`src/rtl/lcd_cmd_scheduler.sv`:
```
// HD44780 4-bit write scheduler: power-on init, then byte writes arbitrated between two requesters.
// Build option: define LCD_RR_EN for round-robin arbitration; otherwise req0 has fixed priority.
module lcd_cmd_scheduler #(
    parameter int T_PWRUP = 750000,
    parameter int T_INIT1 = 205000,
    parameter int T_INIT2 = 5000,
    parameter int T_SU    = 2,
    parameter int E_WIDTH = 12,
    parameter int T_NIB   = 50,
    parameter int T_CMD   = 2000,
    parameter int T_CLR   = 82000
) (
    input  logic       clk,
    input  logic       rst,
    input  logic       req0_valid,
    input  logic       req0_rs,
    input  logic [7:0] req0_data,
    output logic       req0_ready,
    input  logic       req1_valid,
    input  logic       req1_rs,
    input  logic [7:0] req1_data,
    output logic       req1_ready,
    output logic       init_done,
    output logic       busy,
    output logic       grant_id,
    output logic       sf_e,
    output logic       lcd_e,
    output logic       lcd_rs,
    output logic       lcd_rw,
    output logic [3:0] lcd_nibble
);

    function automatic int imax(input int a, input int b);
        return (a > b) ? a : b;
    endfunction

    localparam int NIB_END = T_SU + E_WIDTH + 1;
    localparam int CW      = $clog2(NIB_END + 1);
    localparam int TMAX    = imax(imax(imax(T_PWRUP, T_INIT1), imax(T_INIT2, T_NIB)), imax(T_CMD, T_CLR));
    localparam int TW      = $clog2(TMAX + 1);

    localparam logic [TW-1:0] LIM_PWRUP = TW'(T_PWRUP - 1);
    localparam logic [TW-1:0] LIM_INIT1 = TW'(T_INIT1 - 1);
    localparam logic [TW-1:0] LIM_INIT2 = TW'(T_INIT2 - 1);
    localparam logic [TW-1:0] LIM_NIB   = TW'(T_NIB - 1);
    localparam logic [TW-1:0] LIM_CMD   = TW'(T_CMD - 1);
    localparam logic [TW-1:0] LIM_CLR   = TW'(T_CLR - 1);

    typedef enum logic [3:0] {
        S_PWRUP, S_INIT_NIB, S_INIT_WAIT, S_CFG, S_IDLE,
        S_XFER_HI, S_GAP, S_XFER_LO, S_EXEC_WAIT
    } state_t;

    state_t        state_reg;
    logic [CW-1:0] cnt_reg;
    logic [TW-1:0] tmr_reg;
    logic [TW-1:0] lim_reg;
    logic [1:0]    idx_reg;
    logic          cfg_mode_reg;
    logic [7:0]    byte_reg;
    logic          rs_byte_reg;
    logic          lcd_e_reg;
    logic          lcd_rs_reg;
    logic [3:0]    nibble_reg;
    logic          ready0_reg;
    logic          ready1_reg;
    logic          init_done_reg;
    logic          busy_reg;
    logic          grant_reg;

    logic [CW-1:0] cnt_inc;
    logic          e_next;
    logic          win1;
    logic          long_wait;
    logic [7:0]    cfg_byte;
    logic [TW-1:0] init_lim;

`ifdef LCD_RR_EN
    logic last_reg;
`endif

    always_comb begin
        cnt_inc   = cnt_reg + CW'(1);
        // e is high for cycles T_SU+1 .. T_SU+E_WIDTH of a nibble slot
        e_next    = (cnt_inc >= CW'(T_SU + 1)) && (cnt_inc <= CW'(T_SU + E_WIDTH));
        long_wait = !rs_byte_reg && (byte_reg == 8'h01 || byte_reg == 8'h02 || byte_reg == 8'h03);
`ifdef LCD_RR_EN
        win1 = req1_valid && (!req0_valid || !last_reg);
`else
        win1 = req1_valid && !req0_valid;
`endif
        case (idx_reg)
            2'd0:    cfg_byte = 8'h28;
            2'd1:    cfg_byte = 8'h06;
            2'd2:    cfg_byte = 8'h0C;
            default: cfg_byte = 8'h01;
        endcase
        case (idx_reg)
            2'd0:    init_lim = LIM_INIT1;
            2'd1:    init_lim = LIM_INIT2;
            default: init_lim = LIM_CMD;
        endcase
    end

    always_ff @(posedge clk or posedge rst) begin
        if (rst) begin
            state_reg     <= S_PWRUP;
            cnt_reg       <= '0;
            tmr_reg       <= '0;
            lim_reg       <= '0;
            idx_reg       <= '0;
            cfg_mode_reg  <= 1'b0;
            byte_reg      <= '0;
            rs_byte_reg   <= 1'b0;
            lcd_e_reg     <= 1'b0;
            lcd_rs_reg    <= 1'b0;
            nibble_reg    <= '0;
            ready0_reg    <= 1'b0;
            ready1_reg    <= 1'b0;
            init_done_reg <= 1'b0;
            busy_reg      <= 1'b1;
            grant_reg     <= 1'b0;
`ifdef LCD_RR_EN
            last_reg      <= 1'b1;
`endif
        end else begin
            ready0_reg <= 1'b0;
            ready1_reg <= 1'b0;
            case (state_reg)
                S_PWRUP: begin
                    if (tmr_reg == LIM_PWRUP) begin
                        state_reg  <= S_INIT_NIB;
                        cnt_reg    <= CW'(1);
                        idx_reg    <= '0;
                        lcd_rs_reg <= 1'b0;
                        nibble_reg <= 4'h3;
                    end else begin
                        tmr_reg <= tmr_reg + TW'(1);
                    end
                end
                S_INIT_NIB: begin
                    cnt_reg   <= cnt_inc;
                    lcd_e_reg <= e_next;
                    if (cnt_reg == CW'(NIB_END)) begin
                        state_reg <= S_INIT_WAIT;
                        lcd_e_reg <= 1'b0;
                        tmr_reg   <= '0;
                        lim_reg   <= init_lim;
                    end
                end
                S_INIT_WAIT: begin
                    if (tmr_reg == lim_reg) begin
                        if (idx_reg == 2'd3) begin
                            state_reg <= S_CFG;
                            idx_reg   <= '0;
                        end else begin
                            state_reg  <= S_INIT_NIB;
                            idx_reg    <= idx_reg + 2'd1;
                            cnt_reg    <= CW'(1);
                            nibble_reg <= (idx_reg == 2'd2) ? 4'h2 : 4'h3;
                        end
                    end else begin
                        tmr_reg <= tmr_reg + TW'(1);
                    end
                end
                S_CFG: begin
                    state_reg    <= S_XFER_HI;
                    cnt_reg      <= CW'(1);
                    cfg_mode_reg <= 1'b1;
                    byte_reg     <= cfg_byte;
                    rs_byte_reg  <= 1'b0;
                    lcd_rs_reg   <= 1'b0;
                    nibble_reg   <= cfg_byte[7:4];
                end
                S_IDLE: begin
                    if (init_done_reg && (req0_valid || req1_valid)) begin
                        state_reg   <= S_XFER_HI;
                        cnt_reg     <= '0;
                        grant_reg   <= win1;
                        ready0_reg  <= !win1;
                        ready1_reg  <= win1;
                        byte_reg    <= win1 ? req1_data : req0_data;
                        rs_byte_reg <= win1 ? req1_rs : req0_rs;
`ifdef LCD_RR_EN
                        last_reg    <= win1;
`endif
                    end
                end
                S_XFER_HI: begin
                    busy_reg  <= 1'b1;
                    cnt_reg   <= cnt_inc;
                    lcd_e_reg <= e_next;
                    // the accept cycle (cnt 0) only launches the bus setup
                    if (cnt_reg == '0) begin
                        lcd_rs_reg <= rs_byte_reg;
                        nibble_reg <= byte_reg[7:4];
                    end
                    if (cnt_reg == CW'(NIB_END)) begin
                        state_reg <= S_GAP;
                        lcd_e_reg <= 1'b0;
                        tmr_reg   <= '0;
                    end
                end
                S_GAP: begin
                    if (tmr_reg == LIM_NIB) begin
                        state_reg  <= S_XFER_LO;
                        cnt_reg    <= CW'(1);
                        nibble_reg <= byte_reg[3:0];
                    end else begin
                        tmr_reg <= tmr_reg + TW'(1);
                    end
                end
                S_XFER_LO: begin
                    cnt_reg   <= cnt_inc;
                    lcd_e_reg <= e_next;
                    if (cnt_reg == CW'(NIB_END)) begin
                        state_reg <= S_EXEC_WAIT;
                        lcd_e_reg <= 1'b0;
                        tmr_reg   <= '0;
                        lim_reg   <= long_wait ? LIM_CLR : LIM_CMD;
                    end
                end
                S_EXEC_WAIT: begin
                    if (tmr_reg == lim_reg) begin
                        if (cfg_mode_reg && idx_reg != 2'd3) begin
                            state_reg <= S_CFG;
                            idx_reg   <= idx_reg + 2'd1;
                        end else begin
                            state_reg     <= S_IDLE;
                            busy_reg      <= 1'b0;
                            cfg_mode_reg  <= 1'b0;
                            init_done_reg <= init_done_reg | cfg_mode_reg;
                        end
                    end else begin
                        tmr_reg <= tmr_reg + TW'(1);
                    end
                end
                default: state_reg <= S_PWRUP;
            endcase
        end
    end

    assign req0_ready = ready0_reg;
    assign req1_ready = ready1_reg;
    assign init_done  = init_done_reg;
    assign busy       = busy_reg;
    assign grant_id   = grant_reg;
    assign sf_e       = 1'b1;
    assign lcd_e      = lcd_e_reg;
    assign lcd_rs     = lcd_rs_reg;
    assign lcd_rw     = 1'b0;
    assign lcd_nibble = nibble_reg;

endmodule

```
`config.mk`:
```
export PLATFORM = sky130hd
export DESIGN_NAME = lcd_cmd_scheduler
export DESIGN_NICKNAME = d
export VERILOG_FILES = /design/src/rtl/lcd_cmd_scheduler.sv
export SDC_FILE = /design/constraint.sdc
export NUM_CORES = 1
export LEC_CHECK = 0
export BUFFER_PORTS_ARGS = -buffer_cell sky130_fd_sc_hd__buf_2
export CAP_MARGIN = 10
export CORE_MARGIN = 3
export CORE_UTILIZATION = 55
export CTS_CLUSTER_DIAMETER = 80
export DETAILED_ROUTE_END_ITERATION = 6
export PLACE_DENSITY = 0.78
export SLEW_MARGIN = 25
export SYNTH_ARGS = -nofsm -noshare
export SYNTH_HDL_FRONTEND = slang
export SYNTH_SLANG_ARGS = --single-unit
```
`constraint.sdc`:
```
create_clock -name clk -period 3.65 [get_ports clk]
set_clock_uncertainty 0.2 [all_clocks]
set_input_delay 0 -clock clk [delete_from_list [all_inputs] [get_ports clk]]
set_output_delay 0 -clock clk [all_outputs]
set_load 0.005 [all_outputs]
```
==> results.md <==
* Number of violations of the max-capacitance limit at 0
* Biggest cell delay along the critical path at 620 ps
* Placed inst area at 0.00407 sq mm
* Routed length per placed instance at 17.4 microns
* Depth of the most critical reg-to-reg path at 7
* Worst-path maximum fanout at 11
* Max-Slew Margin vs Limit at 40.3%
* Number of remaining DRC errors at 0
* Final Routed Wirelength at 9970 microns
* Most numerous cell types in the synthesized netlist: dfrtp_1 (60), nand2_1 (55), o21ai_0 (44), nor2_1 (21), clkbuf_1 (17)
* Power share of the combinational group at 4.0%
* Floorplan row count at 30
* Total of buffers placed on input and output ports at 32
* Synth warn at 0
* Count of cell types in the netlist at 76
* Area overhead of the layout relative to synthesis at 16.1%
* Maximum vdd drop at 175 uV
* Worst path cell trace: nand2_1 > a2111oi_0 > nand4_1 > o211ai_2 > nand2b_1 > buf_4 > o31ai_1
* Total Die Area at 0.00812 sq mm
* Die Y-Extent at 90.1 microns
* Number of slew-limit violations in the final report at 0
* Hold bufs inserted after CTS at 20
* Slew at the pin with the worst max-slew slack at 895 ps
* # Post-CTS Setup Buffers at 0
* Wire length of the first global-routing pass at 16,700 microns
* Status: finished, final reports clean
* Worst setup slack after placement at 503 ps
* Post-synthesis cell count at 429
* Synthesis-stage register bit count at 61
* Insertion delay of the later-clocked pin in the worst-skew pair at 350 ps
* Starting Density at 56.9%
* Vias in the first global route at 3,405
* Maximum number of pins on one net before global-route repair at 34
* Depth of the worst hold-timing path at 3
* Detailed-routing iteration count for the pre-antenna-repair pass at 5
* Share of the cycle needed by the critical path after routing at 88.9%
* Crit path kind: reg2reg
* Inserted Clock Buffers at 9
* Post-detail-place hpwl at 6630 microns
* Number of antenna violations at the first check in global routing at 0
* Max FFs per register at 20
* Number of flops mapped to enable cells by yosys at 0
* Unrepaired setup endpoints after global routing: false
* Total via count after detailed routing at 3,528
* Cell types with the largest area share after synthesis: dfrtp_1 (39%), o21ai_0 (5.7%), nand2_1 (5.3%), ha_1 (3.9%), mux2i_1 (2.3%)
* H-tree Lvls at 3
* IO Pins at 35
* RR Startpoint: tmr_reg[9]
* Total power per unit cell area at 326 mW/mm^2
* Routability cong. at 0.944
* Routed Antenna Nets at 0
* Fraction of layout instances using a drive strength above 1 at 18.5%
* Number of fillers in the final layout at 551
* Final std cell area, no fill at 0.00451 sq mm
* Worst min path class: in2reg
* Leakage at 2.03 nW
* Overflow after GRT at 0
* Most frequently used cell type in the post-synthesis netlist: dfrtp_1
* Part of the Yosys area used for sequential elements at 39.3%
* Design internal power at 1.16 mW
* Async set or reset register ratio after synthesis at 100%
* Nature of the critical path startpoint: flop
* CTS clock-pin slew for the worst setup and hold paths at 70 ps
* CTS max path bufs at 2
* Violation count after the first detailed-route iteration at 298
* Power dissipated by switching net loads at 0.306 mW
* Vias per cell at 6.17
* Sequential power share at 45.9%
* Portion of total power attributed to the clock network at 50.1%
* Number of cells upsized or downsized after cts at 0
* Die X at 90.1 microns
* Fraction of power spent switching nets at 20.8%
* CP max stage cell: a2111oi_0
* Setup slack, reg-to-reg at 410 ps
* Clock period minus final worst setup slack at 3240 ps
* Most area-hungry cell type in the Yosys netlist: dfrtp_1
* CP Data Required Time at 3680 ps
* Clock sinks at 61
* Worst min-delay path startpoint: req1_valid
* Share of Yosys cell area claimed by the top area cell type at 38.6%
* Signal arrival time at the worst endpoint at 3270 ps
* Sum of negative setup slack at 0 ps
* NumNets Final at 505
* Fmax at 0.308 GHz
* Cell area after technology mapping at 0.00389 sq mm
* Worst r2r dst: tmr_reg[5]
* Core region area at 0.00683 sq mm
* Aggregate global-route resource usage at 25.4%
* Total inserted antenna cells at 0
* CTS tree: yes
* Final hold violation count at 0
* Element type at the critical path end: flop
* End point of the worst hold path: req0_ready
* Min Hold Slack at 1.38 ps
* Clock root buffer: clkbuf_8
* Mapped Avg Cell Area at 9.06 sq um
* Net count after synthesis at 463
* Primary FF master, synth: dfrtp_1
* Number of endpoints failing setup at the final stage at 0
* Setup slack of the critical path after layout at 406 ps
metrics by stage:
step | instances | power (mW) | util, %
after CTS | 572 | 1.47 | 66.0
after global routing | 572 | 1.51 | 66.1
after floorplan | 429 | 0.710 | -
after detailed placement | 536 | 0.725 | 59.5
after global placement | 536 | 0.724 | 59.5
final | 572 | 1.47 | 66.1
worst max-delay path: cells and delay by family (launching register included):
family | cells | cell delay (ps)
simple gates | 3 | 1020
buf+inv | 1 | 270
flops | 1 | 530
compound gates | 3 | 1100
cell type report:
| cell class | instances | area, sq um | share of cell area [%] |
|---|---|---|---|
| multi-input combinational | 328 | 2150 | 47.7 |
| sequential | 61 | 1530 | 33.8 |
| timing repair buffer | 62 | 435 | 9.65 |
| clock buffer | 13 | 179 | 3.96 |
| tap | 96 | 120 | 2.66 |
| clock inverter | 3 | 65.1 | 1.44 |
| inverter | 9 | 33.8 | 0.748 |
worst max path at each step:
stage | startpoint | endpoint | slack, ps | cells after the start
6_report | tmr_reg[9] | tmr_reg[5] | 410 | 7
5_1_grt | tmr_reg[7] | tmr_reg[5] | 190 | 7
4_1_cts | tmr_reg[7] | tmr_reg[5] | 480 | 7
3_5_place_dp | tmr_reg[7] | tmr_reg[5] | 500 | 7
3_3_place_gp | tmr_reg[7] | tmr_reg[7] | 560 | 7
2_1_floorplan | tmr_reg[0] | tmr_reg[14] | 1090 | 9
power groups by stage:
stage | logic, mW | clock network, mW | registers (mW)
floorplan | 0.0209 | 0 | 0.689
global placement | 0.0357 | 0 | 0.689
detailed placement | 0.0367 | 0 | 0.689
CTS | 0.0560 | 0.740 | 0.676
global route | 0.0648 | 0.771 | 0.675
finish | 0.0583 | 0.737 | 0.676
routing by layer:
| layer | GRT usage, % | wire length (microns) |
|---|---|---|
| met1 | 33.4 | 4260 |
| met2 | 40.3 | 4820 |
| met3 | 4.52 | 567 |
| met4 | 12.9 | 320 |
| met5 | 0 | 0 |
logic make-up (layout without fill, tap and decap cells):
| kind of cell | Yosys count | in the layout | synth area share [%] |
|---|---|---|---|
| simple gates | 162 | 162 | 22.1 |
| xor+xnor | 9 | 9 | 2.03 |
| fa+ha+maj | 12 | 12 | 3.86 |
| other cells | 2 | 2 | 0.193 |
| compound gates | 128 | 128 | 23.1 |
| buf+inv | 40 | 87 | 5.41 |
| flops | 61 | 61 | 39.3 |
| mux | 15 | 15 | 4.05 |
layout by cell type (no fill, tap or decap), drive strengths merged, types with 6 or more instances in the layout:
cell type,netlist,layout
clkbuf,17,13
nor2b,8,8
xor2,6,6
nand2,55,55
nand2b,11,11
mux2i,9,9
dfrtp,60,60
buf,14,42
inv,9,9
a21oi,14,14
ha,12,12
nor3,7,7
o21ai,50,50
mux2,6,6
dlygate4sd3,0,20
a31oi,6,6
o31ai,13,13
and3,6,6
nor2,22,22
nand4,10,10
nand3,12,12
Power figures use the tool's default switching activity.
